### src/rtl/cscfg_regbank_if.sv
// Command-bus interface shared by the per-FPGA config slaves.
// The master drives the request, and the slave returns rdata/ack one cycle later.
interface intf_cmd #(
    parameter int unsigned DATA_BITS = 32,
    parameter int unsigned ADDR_BITS = 8
) ();
    logic                 sel;
    logic                 rd_wr_n;
    logic [ADDR_BITS-1:0] byte_addr;
    logic [DATA_BITS-1:0] wdata;
    logic [DATA_BITS-1:0] rdata;
    logic                 ack;

    modport master (output sel, rd_wr_n, byte_addr, wdata, input rdata, ack);
    modport slave  (input sel, rd_wr_n, byte_addr, wdata, output rdata, ack);
endinterface

### src/rtl/cscfg_regbank.sv
// CS configuration register bank: ID, status, sticky events with an IRQ mask, pulse strobes,
// an unmapped-access error counter and NUM_RW_REGS control registers behind intf_cmd.
module cscfg_regbank #(
    parameter logic [7:0]               FPGA_UID      = 8'h00,
    parameter logic [3:0]               REG_REV       = 4'h2,
    parameter int unsigned              CMD_DATA_BITS = 32,
    parameter int unsigned              NUM_RW_REGS   = 4,
    parameter int unsigned              NUM_EVENTS    = 8,
    parameter logic [CMD_DATA_BITS-1:0] RW_RESET      = '0
) (
    input  logic                                 i_sysclk,
    input  logic                                 i_arst,
    input  logic [CMD_DATA_BITS-1:0]             i_status,
    input  logic [NUM_EVENTS-1:0]                i_event,
    output logic [NUM_RW_REGS*CMD_DATA_BITS-1:0] o_ctrl,
    output logic [CMD_DATA_BITS-1:0]             o_pulse,
    output logic                                 o_irq,
    intf_cmd.slave                               cmd
);
    localparam int unsigned DW    = CMD_DATA_BITS;
    localparam int unsigned NE    = NUM_EVENTS;
    localparam int unsigned AW    = 8;
    localparam int unsigned WW    = AW - 2;
    localparam int unsigned CNT_W = 16;
    localparam logic [CNT_W-1:0] CNT_MAX = '1;

    logic [DW-1:0]    rw_q [NUM_RW_REGS];
    logic [DW-1:0]    rw_d [NUM_RW_REGS];
    logic [NE-1:0]    sticky_q, sticky_d;
    logic [NE-1:0]    irq_en_q, irq_en_d;
    logic [CNT_W-1:0] err_q, err_d;
    logic [DW-1:0]    pulse_q, pulse_d;
    logic [DW-1:0]    rdata_q, rdata_d;
    logic             ack_q;
    logic             irq_q, irq_d;

    logic [AW-1:0] addr;
    logic [WW-1:0] word;
    logic          aligned, rd, wr;
    logic          hit_id, hit_status, hit_sticky, hit_irq_en, hit_pulse, hit_err, hit_rw;
    logic          map_rd, map_wr, unmapped;
    logic [DW-1:0] rd_val;
    logic [NE-1:0] clr_mask;

    assign addr    = cmd.byte_addr;
    assign word    = addr[AW-1:2];
    assign aligned = (addr[1:0] == 2'b00);
    assign rd      = cmd.sel & cmd.rd_wr_n;
    assign wr      = cmd.sel & ~cmd.rd_wr_n;

    // Address decode over the word index; any misaligned byte address is unmapped.
    assign hit_id     = aligned && (word == WW'(0));
    assign hit_status = aligned && (word == WW'(1));
    assign hit_sticky = aligned && (word == WW'(2));
    assign hit_irq_en = aligned && (word == WW'(3));
    assign hit_pulse  = aligned && (word == WW'(4));
    assign hit_err    = aligned && (word == WW'(5));
    assign hit_rw     = aligned && (word >= WW'(8)) && (word < WW'(8 + NUM_RW_REGS));

    assign map_rd   = hit_id | hit_status | hit_sticky | hit_irq_en | hit_pulse | hit_err | hit_rw;
    assign map_wr   = hit_sticky | hit_irq_en | hit_pulse | hit_err | hit_rw;
    assign unmapped = cmd.sel && !(cmd.rd_wr_n ? map_rd : map_wr);

    // Read mux, sampled on the request cycle.
    always_comb begin
        rd_val = DW'(32'hDEADBEEF);
        if (hit_id) begin
            rd_val = DW'({20'h0, REG_REV, FPGA_UID});
        end else if (hit_status) begin
            rd_val = i_status;
        end else if (hit_sticky) begin
            rd_val = DW'(sticky_q);
        end else if (hit_irq_en) begin
            rd_val = DW'(irq_en_q);
        end else if (hit_pulse) begin
            rd_val = '0;
        end else if (hit_err) begin
            rd_val = DW'(err_q);
        end else if (hit_rw) begin
            for (int unsigned i = 0; i < NUM_RW_REGS; i++) begin
                if (word == WW'(8 + i)) begin
                    rd_val = rw_q[i];
                end
            end
        end
    end

    // Next-state for all bank registers.
    always_comb begin
        for (int unsigned i = 0; i < NUM_RW_REGS; i++) begin
            rw_d[i] = rw_q[i];
        end
        irq_en_d = irq_en_q;
        err_d    = err_q;
        pulse_d  = '0;
        rdata_d  = rdata_q;
        clr_mask = '0;

        if (rd) begin
            rdata_d = rd_val;
        end

        if (wr) begin
            if (hit_sticky) begin
                clr_mask = cmd.wdata[NE-1:0];
            end
            if (hit_irq_en) begin
                irq_en_d = cmd.wdata[NE-1:0];
            end
            if (hit_pulse) begin
                pulse_d = cmd.wdata;
            end
            for (int unsigned i = 0; i < NUM_RW_REGS; i++) begin
                if (hit_rw && (word == WW'(8 + i))) begin
                    rw_d[i] = cmd.wdata;
                end
            end
        end

        // Clear on write takes priority; the clearing write is itself mapped.
        if (wr && hit_err) begin
            err_d = '0;
        end else if (unmapped && (err_q != CNT_MAX)) begin
            err_d = err_q + CNT_W'(1);
        end

        sticky_d = (sticky_q & ~clr_mask) | i_event;
        irq_d    = |(sticky_q & irq_en_q);
    end

    always_ff @(posedge i_sysclk or posedge i_arst) begin
        if (i_arst) begin
            for (int unsigned i = 0; i < NUM_RW_REGS; i++) begin
                rw_q[i] <= RW_RESET;
            end
            sticky_q <= '0;
            irq_en_q <= '0;
            err_q    <= '0;
            pulse_q  <= '0;
            rdata_q  <= '0;
            ack_q    <= 1'b0;
            irq_q    <= 1'b0;
        end else begin
            for (int unsigned i = 0; i < NUM_RW_REGS; i++) begin
                rw_q[i] <= rw_d[i];
            end
            sticky_q <= sticky_d;
            irq_en_q <= irq_en_d;
            err_q    <= err_d;
            pulse_q  <= pulse_d;
            rdata_q  <= rdata_d;
            ack_q    <= cmd.sel;
            irq_q    <= irq_d;
        end
    end

    always_comb begin
        o_ctrl = '0;
        for (int unsigned i = 0; i < NUM_RW_REGS; i++) begin
            o_ctrl[i*DW +: DW] = rw_q[i];
        end
    end

    assign o_pulse   = pulse_q;
    assign o_irq     = irq_q;
    assign cmd.rdata = rdata_q;
    assign cmd.ack   = ack_q;
endmodule

### src/flat_wrapper.sv
// flat-port wrapper written by rule: the top's interface ports become plain ports
module cscfg_regbank_flat 
#(
    parameter logic [7:0]               FPGA_UID      = 8'h00,
    parameter logic [3:0]               REG_REV       = 4'h2,
    parameter int unsigned              CMD_DATA_BITS = 32,
    parameter int unsigned              NUM_RW_REGS   = 4,
    parameter int unsigned              NUM_EVENTS    = 8,
    parameter logic [CMD_DATA_BITS-1:0] RW_RESET      = '0
)
  (i_sysclk, i_arst, i_status, i_event, o_ctrl, o_pulse, o_irq, cmd_sel, cmd_rd_wr_n, cmd_byte_addr, cmd_wdata, cmd_rdata, cmd_ack);
  intf_cmd #(.DATA_BITS(32), .ADDR_BITS(8)) cmd_i ();
  input  logic i_sysclk;
  input  logic i_arst;
  input  logic [CMD_DATA_BITS-1:0] i_status;
  input  logic [NUM_EVENTS-1:0] i_event;
  output logic [NUM_RW_REGS*CMD_DATA_BITS-1:0] o_ctrl;
  output logic [CMD_DATA_BITS-1:0] o_pulse;
  output logic o_irq;
  input wire logic [$bits(cmd_i.sel)-1:0] cmd_sel;
  input wire logic [$bits(cmd_i.rd_wr_n)-1:0] cmd_rd_wr_n;
  input wire logic [$bits(cmd_i.byte_addr)-1:0] cmd_byte_addr;
  input wire logic [$bits(cmd_i.wdata)-1:0] cmd_wdata;
  output wire logic [$bits(cmd_i.rdata)-1:0] cmd_rdata;
  output wire logic [$bits(cmd_i.ack)-1:0] cmd_ack;
  assign cmd_i.sel = cmd_sel;
  assign cmd_i.rd_wr_n = cmd_rd_wr_n;
  assign cmd_i.byte_addr = cmd_byte_addr;
  assign cmd_i.wdata = cmd_wdata;
  assign cmd_rdata = cmd_i.rdata;
  assign cmd_ack = cmd_i.ack;
  cscfg_regbank #(.FPGA_UID(FPGA_UID), .REG_REV(REG_REV), .CMD_DATA_BITS(CMD_DATA_BITS), .NUM_RW_REGS(NUM_RW_REGS), .NUM_EVENTS(NUM_EVENTS), .RW_RESET(RW_RESET)) u_core (.i_sysclk(i_sysclk), .i_arst(i_arst), .i_status(i_status), .i_event(i_event), .o_ctrl(o_ctrl), .o_pulse(o_pulse), .o_irq(o_irq), .cmd(cmd_i));
endmodule
### config.mk
export PLATFORM = sky130hd
export DESIGN_NAME = cscfg_regbank_flat
export DESIGN_NICKNAME = d
export VERILOG_FILES = /design/src/rtl/cscfg_regbank_if.sv /design/src/rtl/cscfg_regbank.sv /design/src/flat_wrapper.sv
export SDC_FILE = /design/constraint.sdc
export NUM_CORES = 1
export LEC_CHECK = 0
export CORE_MARGIN = 5
export CORE_UTILIZATION = 49
export CTS_CLUSTER_DIAMETER = 50
export CTS_CLUSTER_SIZE = 8
export DETAILED_ROUTE_END_ITERATION = 6
export GPL_ROUTABILITY_DRIVEN = 0
export GPL_TIMING_DRIVEN = 1
export PLACE_DENSITY_LB_ADDON = 0.08
export RECOVER_POWER = 100
export SYNTH_ARGS = -nofsm -noshare
export SYNTH_HDL_FRONTEND = slang
export SYNTH_SLANG_ARGS = --single-unit
### constraint.sdc
create_clock -name i_sysclk -period 9.6 [get_ports i_sysclk]
set_clock_uncertainty 0.1 [all_clocks]
set_input_delay 1.92 -clock i_sysclk [delete_from_list [all_inputs] [get_ports i_sysclk]]
set_output_delay 1.92 -clock i_sysclk [all_outputs]
set_load 0.1 [all_outputs]
==> impl_metrics.env, run 1 <==
export IMPL_max_freq_ghz=0.156
export IMPL_status="finished with violations"
export IMPL_tritoncts="yes"
export IMPL_finalSetupTns_ps=0
export IMPL_worstPathArrival_ps=6670
export IMPL_avgViaCountPerCell=5.79
export IMPL_routed_wl_mm=31.3
export IMPL_synthCells=776
export IMPL_ys_types=54
export IMPL_hold_path_class="reg2reg"
export IMPL_drt_iter0_drc=423
export IMPL_post_cts_buffers=0
export IMPL_grt_ovfl_total=0
export IMPL_cts_resized=0
export IMPL_coreArea_um2=20200
export IMPL_synthTopCellsByArea="dfrtp_1 56%, mux2_2 15%, mux4_2 5.1%, and2_1 2.1%, nand2_1 1.8%"
export IMPL_total_power_mw=2.52
export IMPL_cts_max_path_buffers=3
export IMPL_netlist_area_um2=10100
export IMPL_grt_use_total_pct=26.4
export IMPL_syn_avg_cell_area_um2=13.0
export IMPL_setup_viol=0
export IMPL_die_area_um2=23600
export IMPL_preCtsSetupSlack_ps=3930
export IMPL_finalMaxSlewViolations=396
export IMPL_r2r_slack_ps=7540
export IMPL_cts_sinks=226
export IMPL_critPathLaunchType="primary input"
export IMPL_dieWidth_um=154
export IMPL_max_cap_violations=8
export IMPL_cts_buffers=35
export IMPL_tightest_slew_ps=4190
export IMPL_area_delta_synth_final_pct=38.1
export IMPL_hold_buffers=0
export IMPL_vias=7697
export IMPL_dp_hpwl_mm=21.5
export IMPL_utilization_pct=68.9
export IMPL_path_max_fanout=32
export IMPL_p_leak_nw=6.82
export IMPL_antenna_found_initial=2
export IMPL_clock_root_buffer="clkbuf_16"
export IMPL_synth_edf_count=0
export IMPL_num_rows=52
export IMPL_fin_ws_ps=3190
export IMPL_max_slew_margin_pct=-181
export IMPL_grt_pass1_wl_mm=48.9
export IMPL_ir_worst_vdd_v=0.000177
export IMPL_period_minus_slack_ps=6410
export IMPL_synth_top_area_share_pct=56.0
export IMPL_htreeDepth=2
export IMPL_dpl_cell_count=1284
export IMPL_clkTransAtPathRegs_ps=50
export IMPL_synth_largest_area_cell="dfrtp_1"
export IMPL_drt_pass1_iter_count=5
export IMPL_worstSetupPathType="in2reg"
export IMPL_end_kind="flop"
export IMPL_clk_latency_ps=490
export IMPL_instances_no_fill=1330
export IMPL_layout_commonest_cell="dfrtp_1"
export IMPL_grt_setup_unrepaired="no"
export IMPL_grt_max_degree=92
export IMPL_drive_above_1_share_pct=20.7
export IMPL_final_cell_mix="226 x dfrtp_1, 198 x dlygate4sd3_1, 135 x mux2_2, 77 x clkdlybuf4s50_1, 48 x nand2_1"
export IMPL_ant_nets=0
export IMPL_start_util_pct=49.9
export IMPL_synth_async_reset_ratio_pct=100
export IMPL_fin_crit_sh_pct=66.8
export IMPL_pin_count=278
export IMPL_finalHoldViolCount=0
export IMPL_die_y_um=154
export IMPL_grt_pass1_vias=8169
export IMPL_port_buffers=277
export IMPL_power_density_nw_per_um2=181
export IMPL_crit_required_ps=9850
export IMPL_ys_ff_latch=226
export IMPL_final_nets=1136
export IMPL_n_fill_cell=1552
export IMPL_route_detailed_drc=0
export IMPL_syn_nets=861
export IMPL_synthFlopType="dfrtp_1"
export IMPL_yosys_warnings=0
export IMPL_wl_per_cell_um=23.5
export IMPL_failed_checks="max-capacitance violations, max-slew violations"
export IMPL_seq_area_frac_synth_pct=56.0
[registers in the layout, summed over array words and instances (netlist names)]
signal / cells
u_core.cmd.ack: 1
u_core.o_ctrl: 128
u_core.cmd.rdata: 32
u_core.err_q: 16
u_core.sticky_q: 8
u_core.o_pulse: 32
u_core.irq_en_q: 8
u_core.o_irq: 1
[per-stage QoR]
stage	cell area, um^2	hold WS, ps
after floorplan	10100	366
after global placement	13000	373
after detailed placement	13000	394
after CTS	14000	406
after global routing	13900	404
final	13900	393
[logic make-up after synthesis]
kind of cell	Yosys count	synth area share, %
flip-flops	226	56.0
buffers and inverters	51	2.52
multiplexers	178	22.2
AND/OR/NAND/NOR	179	9.65
AO/OA/AOI/OAI	141	9.47
adder cells (fa/ha/maj)	1	0.124
[layout make-up]
class / instances / area, um^2 / share of cell area, %
Antenna cell: 1 / 2.50 / 0.0179
Inverter: 5 / 20.0 / 0.144
Tap cell: 270 / 338 / 2.42
Timing Repair Buffer: 284 / 2810 / 20.1
Clock inverter: 2 / 10.0 / 0.0718
Multi-Input combinational cell: 499 / 4150 / 29.7
Clock buffer: 43 / 968 / 6.94
Sequential cell: 226 / 5660 / 40.5
[power breakdown]
group          leakage, nW  internal, mW  switching [mW]
sequential            3.01         0.994          0.0344
combinational         3.32         0.108           0.287
clock                0.483         0.695           0.401
[worst paths after layout]
path / startpoint / to / cells after the start
max in group asynchronous: i_arst / u_core.o_pulse[14] / 3
worst max-delay path: cmd_byte_addr[4] / u_core.o_ctrl[117] / 7
worst min-delay path: u_core.cmd.rdata[3] / u_core.cmd.rdata[3] / 1
min in group asynchronous: i_arst / u_core.err_q[1] / 2
worst max register to register: u_core.err_q[0] / u_core.err_q[7] / 6
worst min register to register: u_core.cmd.rdata[3] / u_core.cmd.rdata[3] / 1
[synth_stat cells, types with 4 or more instances]
master	instances
a21o_1	8
o31ai_1	4
o22ai_1	10
dfrtp_1	226
a211oi_1	11
nand2_1	48
buf_1	4
mux2i_1	15
o21ai_0	30
a31oi_1	8
nor2_1	26
a22o_1	9
mux4_2	23
and3_1	10
or4_1	4
or2_2	11
a21oi_1	21
and2_1	34
buf_2	8
clkbuf_1	26
buf_6	6
mux2_2	135
inv_1	5
nor3_1	7
mux2_1	5
nand4_1	5
a221o_1	10
or3_1	8
nand3_1	8
o2bb2ai_1	5
a22oi_1	15
[worst max-delay path: stages]
cell           delay [ps]
dlygate4sd3_1         740
or4b_1                580
or3_1                 330
clkbuf_1              540
nor2_1                420
nand3_1              1270
mux2_1                820
[metal layers]
metal / GRT usage, % / routed length, um / vias to the layer above
li1: - / - / 3423
met1: 32.3 / 12100 / 3878
met2: 44.5 / 15500 / 311
met3: 8.15 / 2490 / 83
met4: 9.34 / 1220 / 2
met5: 0 / 13 / -
No activity file was read; power rests on OpenSTA's default activity.
==> run 2, diff against run 1 <==
CORE_UTILIZATION = 44   (was 49)
clock period = 5.61 ns   (was 9.6 ns; I/O delays follow)
==> impl_metrics.env, run 2 (synthesized netlist as in run 1, its figures left out) <==
export IMPL_status="finished with violations"
export IMPL_failed_checks="max-capacitance violations, max-slew violations"
export IMPL_route_detailed_drc=0
export IMPL_period_minus_slack_ps=4560
export IMPL_path_max_fanout=32
export IMPL_port_buffers=277
export IMPL_layout_commonest_cell="dfrtp_1"
export IMPL_cts_sinks=226
export IMPL_clk_latency_ps=500
export IMPL_fin_crit_sh_pct=81.3
export IMPL_area_delta_synth_final_pct=38.7
export IMPL_finalMaxSlewViolations=221
export IMPL_finalSetupTns_ps=0
export IMPL_fin_ws_ps=1050
export IMPL_coreArea_um2=22600
export IMPL_diodes=0
export IMPL_antenna_found_initial=0
export IMPL_start_util_pct=44.6
export IMPL_grt_max_degree=155
export IMPL_finalHoldViolCount=0
export IMPL_place_area_um2=13100
export IMPL_cts_buffers=35
export IMPL_post_cts_buffers=0
export IMPL_clkTransAtPathRegs_ps=50
export IMPL_avgViaCountPerCell=5.63
export IMPL_dieWidth_um=161
export IMPL_preCtsSetupSlack_ps=1180
export IMPL_cts_max_path_buffers=3
export IMPL_die_area_um2=26100
export IMPL_routed_wl_mm=31.2
export IMPL_largest_register_ffs=128
export IMPL_drt_pass1_iter_count=5
export IMPL_drt_iter0_drc=593
export IMPL_die_y_um=161
export IMPL_critPathLaunchType="primary input"
export IMPL_cts_resized=0
export IMPL_crit_required_ps=5880
export IMPL_tritoncts="yes"
export IMPL_end_kind="flop"
export IMPL_stdcell_area_um2=14000
export IMPL_ff_latch_area_um2=5660
export IMPL_cp_cell_sequence="dlygate4sd3_1, or4b_1, or3_1, nor2_1, nand2_1, mux2_1"
export IMPL_grt_setup_unrepaired="no"
export IMPL_multi_input_area_um2=4160
export IMPL_hold_path_class="reg2reg"
export IMPL_max_cap_violations=3
export IMPL_power_density_nw_per_um2=308
export IMPL_ir_worst_vdd_v=0.000223
export IMPL_pin_count=278
export IMPL_n_fill_cell=1812
export IMPL_grt_pass1_vias=7894
export IMPL_clock_root_buffer="clkbuf_16"
export IMPL_dp_hpwl_mm=21.7
export IMPL_grt_ovfl_total=0
export IMPL_p_leak_nw=6.82
export IMPL_crit_path_top_delay_cell="nand2_1"
export IMPL_slowest_delay_ps=1010
export IMPL_max_slew_margin_pct=-45.3
export IMPL_vias=7606
export IMPL_setup_viol=0
export IMPL_max_freq_ghz=0.219
export IMPL_htreeDepth=2
export IMPL_final_cell_mix="226 x dfrtp_1, 198 x dlygate4sd3_1, 135 x mux2_2, 77 x clkdlybuf4s50_1, 47 x nand2_1"
export IMPL_tightest_slew_ps=2180
export IMPL_final_nets=1140
export IMPL_ant_nets=0
export IMPL_drive_above_1_share_pct=21.0
export IMPL_worstPathArrival_ps=4830
export IMPL_hold_buffers=0
export IMPL_grt_use_total_pct=23.8
export IMPL_grt_pass1_wl_mm=48.4
export IMPL_worstSetupPathType="in2reg"
export IMPL_wl_per_cell_um=23.1
export IMPL_num_rows=55
## run 2: cell type report
class | count | share of cell area, %
sequential | 226 | 40.4
multi-input combinational | 499 | 29.7
timing repair buffer | 288 | 20.2
clock buffer | 45 | 6.82
tap | 285 | 2.55
clock inverter | 3 | 0.214
inverter | 5 | 0.143
## run 2: metrics by stage
step                cells  hold WS (ps)  total power, mW  util, %
CTS                  1351           390             4.39     62.2
global route         1351           416             4.48     61.9
detailed placement   1303           380             2.48     57.8
floorplan             776           366             2.25        -
finish               1351           381             4.31     61.9
global placement     1303           373             2.48     57.8
## run 2: metal layers
metal | routed length, um | global-route usage (%)
met5 | 0 | 0
met4 | 743 | 6.28
met3 | 2430 | 7.50
met2 | 14500 | 37.1
met1 | 13500 | 32.6
## run 2: critical path: cells and delay by family
family / cells / cell delay (ps)
buf+inv: 1 / 750
mux: 1 / 690
simple gates: 4 / 2240
## run 2: worst paths after layout
path                                           from                  end  slack, ps  cells past startpoint
worst min-delay path            u_core.cmd.rdata[4]  u_core.cmd.rdata[4]        380                      2
worst max register to register      u_core.err_q[0]      u_core.err_q[7]       3650                      6
min in group asynchronous                    i_arst   u_core.o_pulse[26]       1120                      2
max in group asynchronous                    i_arst   u_core.o_ctrl[112]       1580                      3
worst max-delay path               cmd_byte_addr[4]    u_core.o_ctrl[76]       1050                      6
worst min register to register  u_core.cmd.rdata[4]  u_core.cmd.rdata[4]        380                      2
## run 2: where the power goes
| part | internal [mW] | leakage, nW | switching (mW) |
|---|---|---|---|
| sequential | 1.70 | 3.01 | 0.0603 |
| combinational | 0.185 | 3.33 | 0.489 |
| clock | 1.18 | 0.482 | 0.701 |
| total | 3.06 | 6.82 | 1.25 |
